### config.mk
export PLATFORM = sky130hd
export DESIGN_NAME = pipe_stage_hs
export DESIGN_NICKNAME = d
export VERILOG_FILES = /design/src/rtl/pipe_stage_hs.sv
export SDC_FILE = /design/constraint.sdc
export NUM_CORES = 1
export LEC_CHECK = 0
export BUFFER_PORTS_ARGS = -buffer_cell sky130_fd_sc_hd__buf_2
export CORE_MARGIN = 2
export CORE_UTILIZATION = 35
export CTS_BUF_LIST = sky130_fd_sc_hd__clkbuf_4 sky130_fd_sc_hd__clkbuf_8 sky130_fd_sc_hd__clkbuf_16
export DETAILED_ROUTE_END_ITERATION = 16
export PLACE_DENSITY_LB_ADDON = 0.2
export SLEW_MARGIN = 0
export SYNTH_ARGS = -nofsm -noshare
export SYNTH_HDL_FRONTEND = slang
export SYNTH_SLANG_ARGS = --single-unit
export TNS_END_PERCENT = 20
### constraint.sdc
create_clock -name clk -period 5.4 [get_ports clk]
set_clock_uncertainty 0.05 [all_clocks]
set_input_delay 0.54 -clock clk [delete_from_list [all_inputs] [get_ports clk]]
set_output_delay 0.54 -clock clk [all_outputs]
set_load 0.01 [all_outputs]
### src/rtl/pipe_stage_hs.sv
// pipe_stage_hs: parametrised pipeline-stage register with a valid/ready
// handshake. A main register plus a one-entry skid register sustain one word
// per cycle while in_ready comes from a flop. Stall holds the stage and
// flush kills every held entry. Control is masked to zero whenever
// out_valid is low, so a bubble never carries reg_wr/mem_wr.
// Optional build macro PIPE_PERF_CNT_EN adds saturating stall and flush
// counters on the stall_cnt and flush_cnt ports.
module pipe_stage_hs #(
    parameter int unsigned DATA_W = 140,
    parameter int unsigned CTRL_W = 17
`ifdef PIPE_PERF_CNT_EN
    ,
    parameter int unsigned CNT_W  = 16
`endif
) (
    input  logic              clk,
    input  logic              reset_n,
    input  logic              stall,
    input  logic              flush,
    input  logic              in_valid,
    output logic              in_ready,
    input  logic [DATA_W-1:0] in_data,
    input  logic [CTRL_W-1:0] in_ctrl,
    output logic              out_valid,
    input  logic              out_ready,
    output logic [DATA_W-1:0] out_data,
    output logic [CTRL_W-1:0] out_ctrl
`ifdef PIPE_PERF_CNT_EN
    ,
    output logic [CNT_W-1:0]  stall_cnt,
    output logic [CNT_W-1:0]  flush_cnt
`endif
);

    logic              m_v, m_v_n;
    logic [DATA_W-1:0] m_d, m_d_n;
    logic [CTRL_W-1:0] m_c, m_c_n;
    logic              s_v, s_v_n;
    logic [DATA_W-1:0] s_d, s_d_n;
    logic [CTRL_W-1:0] s_c, s_c_n;
    logic              rdy_q, rdy_n;
    logic              enq;
    logic              deq;

    // Handshake: the ready flop is gated by stall; a stalled or flushed
    // stage shows a bubble downstream.
    assign in_ready  = rdy_q & ~stall;
    assign out_valid = m_v & ~stall & ~flush;
    assign enq       = in_valid & in_ready;
    assign deq       = out_valid & out_ready;
    assign out_data  = m_d;
    assign out_ctrl  = out_valid ? m_c : '0;

    // Next state for the main/skid pair; the skid always drains into main first.
    always_comb begin
        m_v_n = m_v;
        m_d_n = m_d;
        m_c_n = m_c;
        s_v_n = s_v;
        s_d_n = s_d;
        s_c_n = s_c;
        if (flush) begin
            m_v_n = 1'b0;
            s_v_n = 1'b0;
        end else if (!stall) begin
            if (!m_v || deq) begin
                if (s_v) begin
                    m_v_n = 1'b1;
                    m_d_n = s_d;
                    m_c_n = s_c;
                    s_v_n = enq;
                    if (enq) begin
                        s_d_n = in_data;
                        s_c_n = in_ctrl;
                    end
                end else begin
                    m_v_n = enq;
                    if (enq) begin
                        m_d_n = in_data;
                        m_c_n = in_ctrl;
                    end
                end
            end else if (enq) begin
                s_v_n = 1'b1;
                s_d_n = in_data;
                s_c_n = in_ctrl;
            end
        end
        rdy_n = ~s_v_n;
    end

    // State registers; reset clears everything immediately.
    always_ff @(posedge clk or negedge reset_n) begin
        if (!reset_n) begin
            m_v   <= 1'b0;
            m_d   <= '0;
            m_c   <= '0;
            s_v   <= 1'b0;
            s_d   <= '0;
            s_c   <= '0;
            rdy_q <= 1'b0;
        end else begin
            m_v   <= m_v_n;
            m_d   <= m_d_n;
            m_c   <= m_c_n;
            s_v   <= s_v_n;
            s_d   <= s_d_n;
            s_c   <= s_c_n;
            rdy_q <= rdy_n;
        end
    end

`ifdef PIPE_PERF_CNT_EN
    localparam int unsigned SUM_W = CNT_W + 1;

    logic [SUM_W-1:0] flush_sum;

    assign flush_sum = {1'b0, flush_cnt} + SUM_W'(m_v) + SUM_W'(s_v);

    // Saturating counts of stalled cycles and of entries killed by flush.
    always_ff @(posedge clk or negedge reset_n) begin
        if (!reset_n) begin
            stall_cnt <= '0;
            flush_cnt <= '0;
        end else begin
            if (stall && (stall_cnt != '1)) begin
                stall_cnt <= stall_cnt + CNT_W'(1);
            end
            if (flush) begin
                flush_cnt <= flush_sum[CNT_W] ? '1 : flush_sum[CNT_W-1:0];
            end
        end
    end
`endif

endmodule

## Word-level counts from Yosys, hierarchy flattened

Index checks and enable logic that the tools add are counted.

| word-level totals | value |
|---|---|
| register bits after elaboration | 317 |
| output and inout bits | 159 |
| logic and storage cells | 44 |

| operators by class | value |
|---|---|
| eq/ne operators | 2 |
| mux-type cells | 20 |
| bitwise operators | 8 |
| reductions and logical operators | 7 |

Operator list:

| operator | number |
|---|---|
| $mux 140 | 5 |
| $mux 17 | 6 |
| $mux 1 | 9 |
| $and 1x1->1 | 5 |
| $reduce_and 4->1 | 1 |
| $reduce_bool 2->1 | 2 |
| $not 1->1 | 3 |
| $reduce_and 3->1 | 1 |
| $ne 2x1->1 const B | 1 |
| $ne 2x2->1 const B | 1 |
| $reduce_and 2->1 | 1 |
| $logic_not 1->1 | 1 |
| $logic_or 1x1->1 | 1 |

## Depth between registers and ports, before layout

| depth | value |
|---|---|
| depth after elaboration | 9 |
| gate-level depth with buffers | 6 |
| gate-level depth less buffers | 3 |

## Worst setup path before layout

OpenSTA, ideal clock, no wires.

| path | value |
|---|---|
| kind | input to register |
| from | input out_ready |
| to | register m_d[138], in the netlist out_data[138] |
| arrival time | 1.597 ns |
| required time | 5.225 ns |
| slack | 3.628 ns |
| cell stages on the path | 5 |
| path buffers | 2 |
| cells stage by stage | nor2b_1 nor4_2 buf_4 buf_4 mux2_2 |

| between the ends | value |
|---|---|
| longest elaborated chain between the ends | 3 |

Ends and longest elaborated chain:

| item | line | source |
|---|---|---|
| from (decl) | 25 | `input logic out_ready,` |
| $and 1x1->1 | 50 | `assign deq = out_valid & out_ready;` |
| $logic_or 1x1->1 | 66 | `if (!m_v \|\| deq) begin` |
| $reduce_and 4->1 (no source line) | -- |  |
| to (signal assigned) | 104 | `m_d <= m_d_n;` |
| to (decl) | 36 | `logic [DATA_W-1:0] m_d, m_d_n;` |

Every way passes these cells.
A chain may end at the register's enable or synchronous reset.

## Final worst setup path

| path | value |
|---|---|
| from | register s_v |
| to | register m_d[77], in the netlist out_data[77] |

| between the ends | value |
|---|---|
| longest elaborated chain between the ends | 2 |

Ends and longest elaborated chain:

| item | line | source |
|---|---|---|
| from (decl) | 38 | `logic s_v, s_v_n;` |
| from (signal assigned) | 106 | `s_v <= s_v_n;` |
| $reduce_bool 2->1 (no source line) | -- |  |
| $reduce_and 4->1 (no source line) | -- |  |

Parallel ways exist; a longest one is shown, timed or not.

==> impl_metrics.xml <==
<?xml version="1.0" encoding="UTF-8"?>
<metrics>
  <group name="setup_path">
    <metric name="critPathMaxFanout" unit="">51</metric>
    <metric name="arrival" unit="ps">3490</metric>
    <metric name="cp-end-kind" unit="">register</metric>
    <metric name="worstPathRequired" unit="ps">5760</metric>
    <metric name="worst-setup-path-type" unit="">register to register</metric>
    <metric name="critPathLaunchType" unit="">register</metric>
    <metric name="crit_path_start" unit="">s_v</metric>
    <metric name="timing.rr.start" unit="">s_v</metric>
  </group>
  <group name="routing">
    <metric name="detail-route-antenna-nets" unit="">0</metric>
    <metric name="wl" unit="um">31400</metric>
    <metric name="detail_route.wl_per_cell" unit="um">18.0</metric>
    <metric name="detailroute.via_count" unit="">8252</metric>
    <metric name="drtIter0Drc" unit="">256</metric>
    <metric name="vias_per_cell" unit="">4.73</metric>
    <metric name="drt_first_pass_iters" unit="">4</metric>
    <metric name="route.detailed.drc" unit="">0</metric>
  </group>
  <group name="sta">
    <metric name="setup_violations" unit="">0</metric>
    <metric name="max-slew-margin-rel" unit="">0.428</metric>
    <metric name="period_utilization" unit="">0.579</metric>
    <metric name="worst_slew_pin_slew" unit="ps">858</metric>
    <metric name="fmaxAchievable" unit="MHz">320</metric>
    <metric name="grt_setup_unrepaired" unit="">false</metric>
    <metric name="slew_viol_final" unit="">0</metric>
    <metric name="final.min_clock_period" unit="ps">3130</metric>
    <metric name="timing.hold.ws" unit="ps">179</metric>
    <metric name="report.final.hold_viol_count" unit="">0</metric>
    <metric name="fin_tns_setup" unit="ps">0</metric>
  </group>
  <group name="synth">
    <metric name="synth_area_per_cell" unit="um2">15.8</metric>
    <metric name="synth_cells" unit="">876</metric>
    <metric name="mappedNetlistNets" unit="">1039</metric>
    <metric name="synth.yosys.seq_area_share" unit="">0.575</metric>
    <metric name="synth_warnings" unit="">0</metric>
    <metric name="postSynthRegisterBits" unit="">317</metric>
    <metric name="synth.distinct_cells" unit="">19</metric>
    <metric name="mappedNetlistArea" unit="um2">13800</metric>
  </group>
  <group name="clock_network">
    <metric name="clock_tree_from_tritoncts" unit="">done</metric>
    <metric name="cts_root_buffer" unit="">sky130_fd_sc_hd__clkbuf_16</metric>
    <metric name="clk_transition_reported_paths" unit="ps">60</metric>
    <metric name="clock_path_buffers" unit="">3</metric>
    <metric name="post_cts_setup_buffer_count" unit="">0</metric>
    <metric name="tritoncts.num_buffers" unit="">38</metric>
    <metric name="htreeDepth" unit="">2</metric>
    <metric name="numClockSinks" unit="">317</metric>
    <metric name="worstSkewPairLatency" unit="ps">530</metric>
  </group>
  <group name="power_and_ir_drop">
    <metric name="worst_ir_drop_vdd" unit="V">0.000207</metric>
    <metric name="finalPower" unit="mW">6.85</metric>
    <metric name="power_density" unit="nW/um2">399</metric>
    <metric name="lkg_pwr" unit="nW">8.10</metric>
  </group>
  <group name="floorplan">
    <metric name="design.portCount" unit="">322</metric>
    <metric name="fp.dieW" unit="um">203</metric>
    <metric name="die-area" unit="um2">41000</metric>
    <metric name="fp.coreArea" unit="um2">38800</metric>
    <metric name="initial_core_util" unit="">0.356</metric>
    <metric name="fp.dieH" unit="um">203</metric>
    <metric name="floorplan.rows" unit="">72</metric>
  </group>
  <group name="layout">
    <metric name="area_grow_syn2layout" unit="%">24.2</metric>
    <metric name="most_common_cell_after_layout_fill_and_taps_aside" unit="">sky130_fd_sc_hd__mux2_2</metric>
    <metric name="n_fill_cell" unit="">3598</metric>
    <metric name="final_cell_mix" unit="">379 x sky130_fd_sc_hd__mux2_2, 320 x sky130_fd_sc_hd__buf_2, 316 x sky130_fd_sc_hd__dfrtp_1</metric>
    <metric name="final-instance-count-excl-fill" unit="">1743</metric>
    <metric name="post-route-util" unit="">0.442</metric>
    <metric name="share_of_cells_above_drive_strength_1" unit="">0.640</metric>
    <metric name="fin_nets" unit="">1357</metric>
  </group>
  <group name="global_routing">
    <metric name="antenna_found_initial" unit="">4</metric>
    <metric name="grt_start_max_net_pins" unit="">134</metric>
    <metric name="grt-ovfl-total" unit="">0</metric>
    <metric name="global_route_wire_length_before_repair" unit="um">49200</metric>
    <metric name="global_route.usage.total" unit="">0.153</metric>
    <metric name="grt_pass1_vias" unit="">8556</metric>
  </group>
  <group name="outcome">
    <metric name="run_status" unit="">complete, no violations</metric>
  </group>
  <group name="min_path">
    <metric name="worstHoldStart" unit="">in_data[132]</metric>
    <metric name="worstHoldPathType" unit="">input pin to register</metric>
  </group>
  <group name="placed_design">
    <metric name="port-buffer-count" unit="">321</metric>
    <metric name="hpwlAfterDp" unit="um">20600</metric>
    <metric name="gp_congestion" unit="">0.713</metric>
    <metric name="place_inst" unit="">1671</metric>
  </group>
  <group name="job">
    <metric name="drv.max_cap_violation_count" unit="">0</metric>
  </group>
</metrics>
[critical path, stage by stage, from the launching register on]
cell,delay (ps)
sky130_fd_sc_hd__dfrtp_4,950
sky130_fd_sc_hd__a21oi_1,210
sky130_fd_sc_hd__nor4_4,260
sky130_fd_sc_hd__buf_4,420
sky130_fd_sc_hd__buf_4,640
sky130_fd_sc_hd__mux2_2,410
[report_power, final]
part / switching, mW / internal [mW] / total [mW]
Clock: 0.973 / 1.55 / 2.52
Sequential: 0.247 / 2.92 / 3.17
Combinational: 0.511 / 0.647 / 1.16
[per-stage QoR]
step	cell area, um2	setup WS, ps
floorplan	13800	3630
global placement	15900	2230
detailed placement	15900	2180
CTS	17100	2170
global route	17100	2050
finish	17100	2270
[sequential cells by signal, indices dropped and copies added (netlist names)]
register  cells
out_data    140
m_v           1
m_c          17
s_v           1
s_d         140
s_c          17
rdy_q         1
[final cells by class]
class / instances / area, um2 / area share
Antenna cell: 4 / 10.0 / 0.000584
Clock buffer: 61 / 1230 / 0.0715
Clock inverter: 6 / 30.0 / 0.00175
Timing Repair Buffer: 333 / 1750 / 0.102
Sequential cell: 317 / 7940 / 0.463
Multi-Input combinational cell: 504 / 5550 / 0.324
Tap cell: 518 / 648 / 0.0378
[synthesized netlist by cell type]
cell / instances / area, um2
sky130_fd_sc_hd__and3_1: 17 / 106
sky130_fd_sc_hd__nor2b_1: 3 / 18.8
sky130_fd_sc_hd__buf_2: 25 / 125
sky130_fd_sc_hd__o32ai_1: 1 / 8.76
sky130_fd_sc_hd__mux2_1: 92 / 1040
sky130_fd_sc_hd__o21ai_0: 2 / 10.0
sky130_fd_sc_hd__and2_1: 2 / 12.5
sky130_fd_sc_hd__o211ai_2: 1 / 12.5
sky130_fd_sc_hd__nor2_4: 1 / 11.3
sky130_fd_sc_hd__and3b_1: 1 / 8.76
sky130_fd_sc_hd__buf_4: 16 / 120
sky130_fd_sc_hd__mux2_2: 379 / 4270
sky130_fd_sc_hd__nor4_2: 1 / 12.5
sky130_fd_sc_hd__a21o_1: 1 / 7.51
sky130_fd_sc_hd__nand2b_1: 1 / 6.26
sky130_fd_sc_hd__buf_6: 6 / 67.6
sky130_fd_sc_hd__clkbuf_1: 8 / 30.0
sky130_fd_sc_hd__a21oi_1: 2 / 10.0
sky130_fd_sc_hd__dfrtp_1: 317 / 7930
[metal layers]
metal  track usage  part of all wire  up-vias
met5             0           0.00045        -
li1              -                 -     3804
met4        0.0537             0.021        2
met3        0.0462             0.066       47
met1         0.190              0.43     4214
met2         0.252              0.48      185
[repair_timing]
| item | in CTS | in global routing |
|---|---|---|
| resized for setup | 0 | 0 |
| hold buffers | 1 | 0 |
| endpoints found under the hold margin | 56 | 0 |
[path summary, 6_finish.rpt]
check,to,slack (ps),depth (start not counted)
max,out_data[77],2270,5
max reg2reg,out_data[77],2270,5
max in group asynchronous,s_v,3620,3
min reg2reg,m_c[3],430,1
min,s_d[132],180,2
min in group asynchronous,out_data[96],490,2
[kinds of logic after synthesis]
kind of cell | share of synthesized area
buffers and inverters | 0.0248
DFF | 0.575
and+or+nand+nor | 0.0128
AOI/OAI and AO/OA | 0.00354
muxes | 0.384
(Power assumes the default switching activity.)
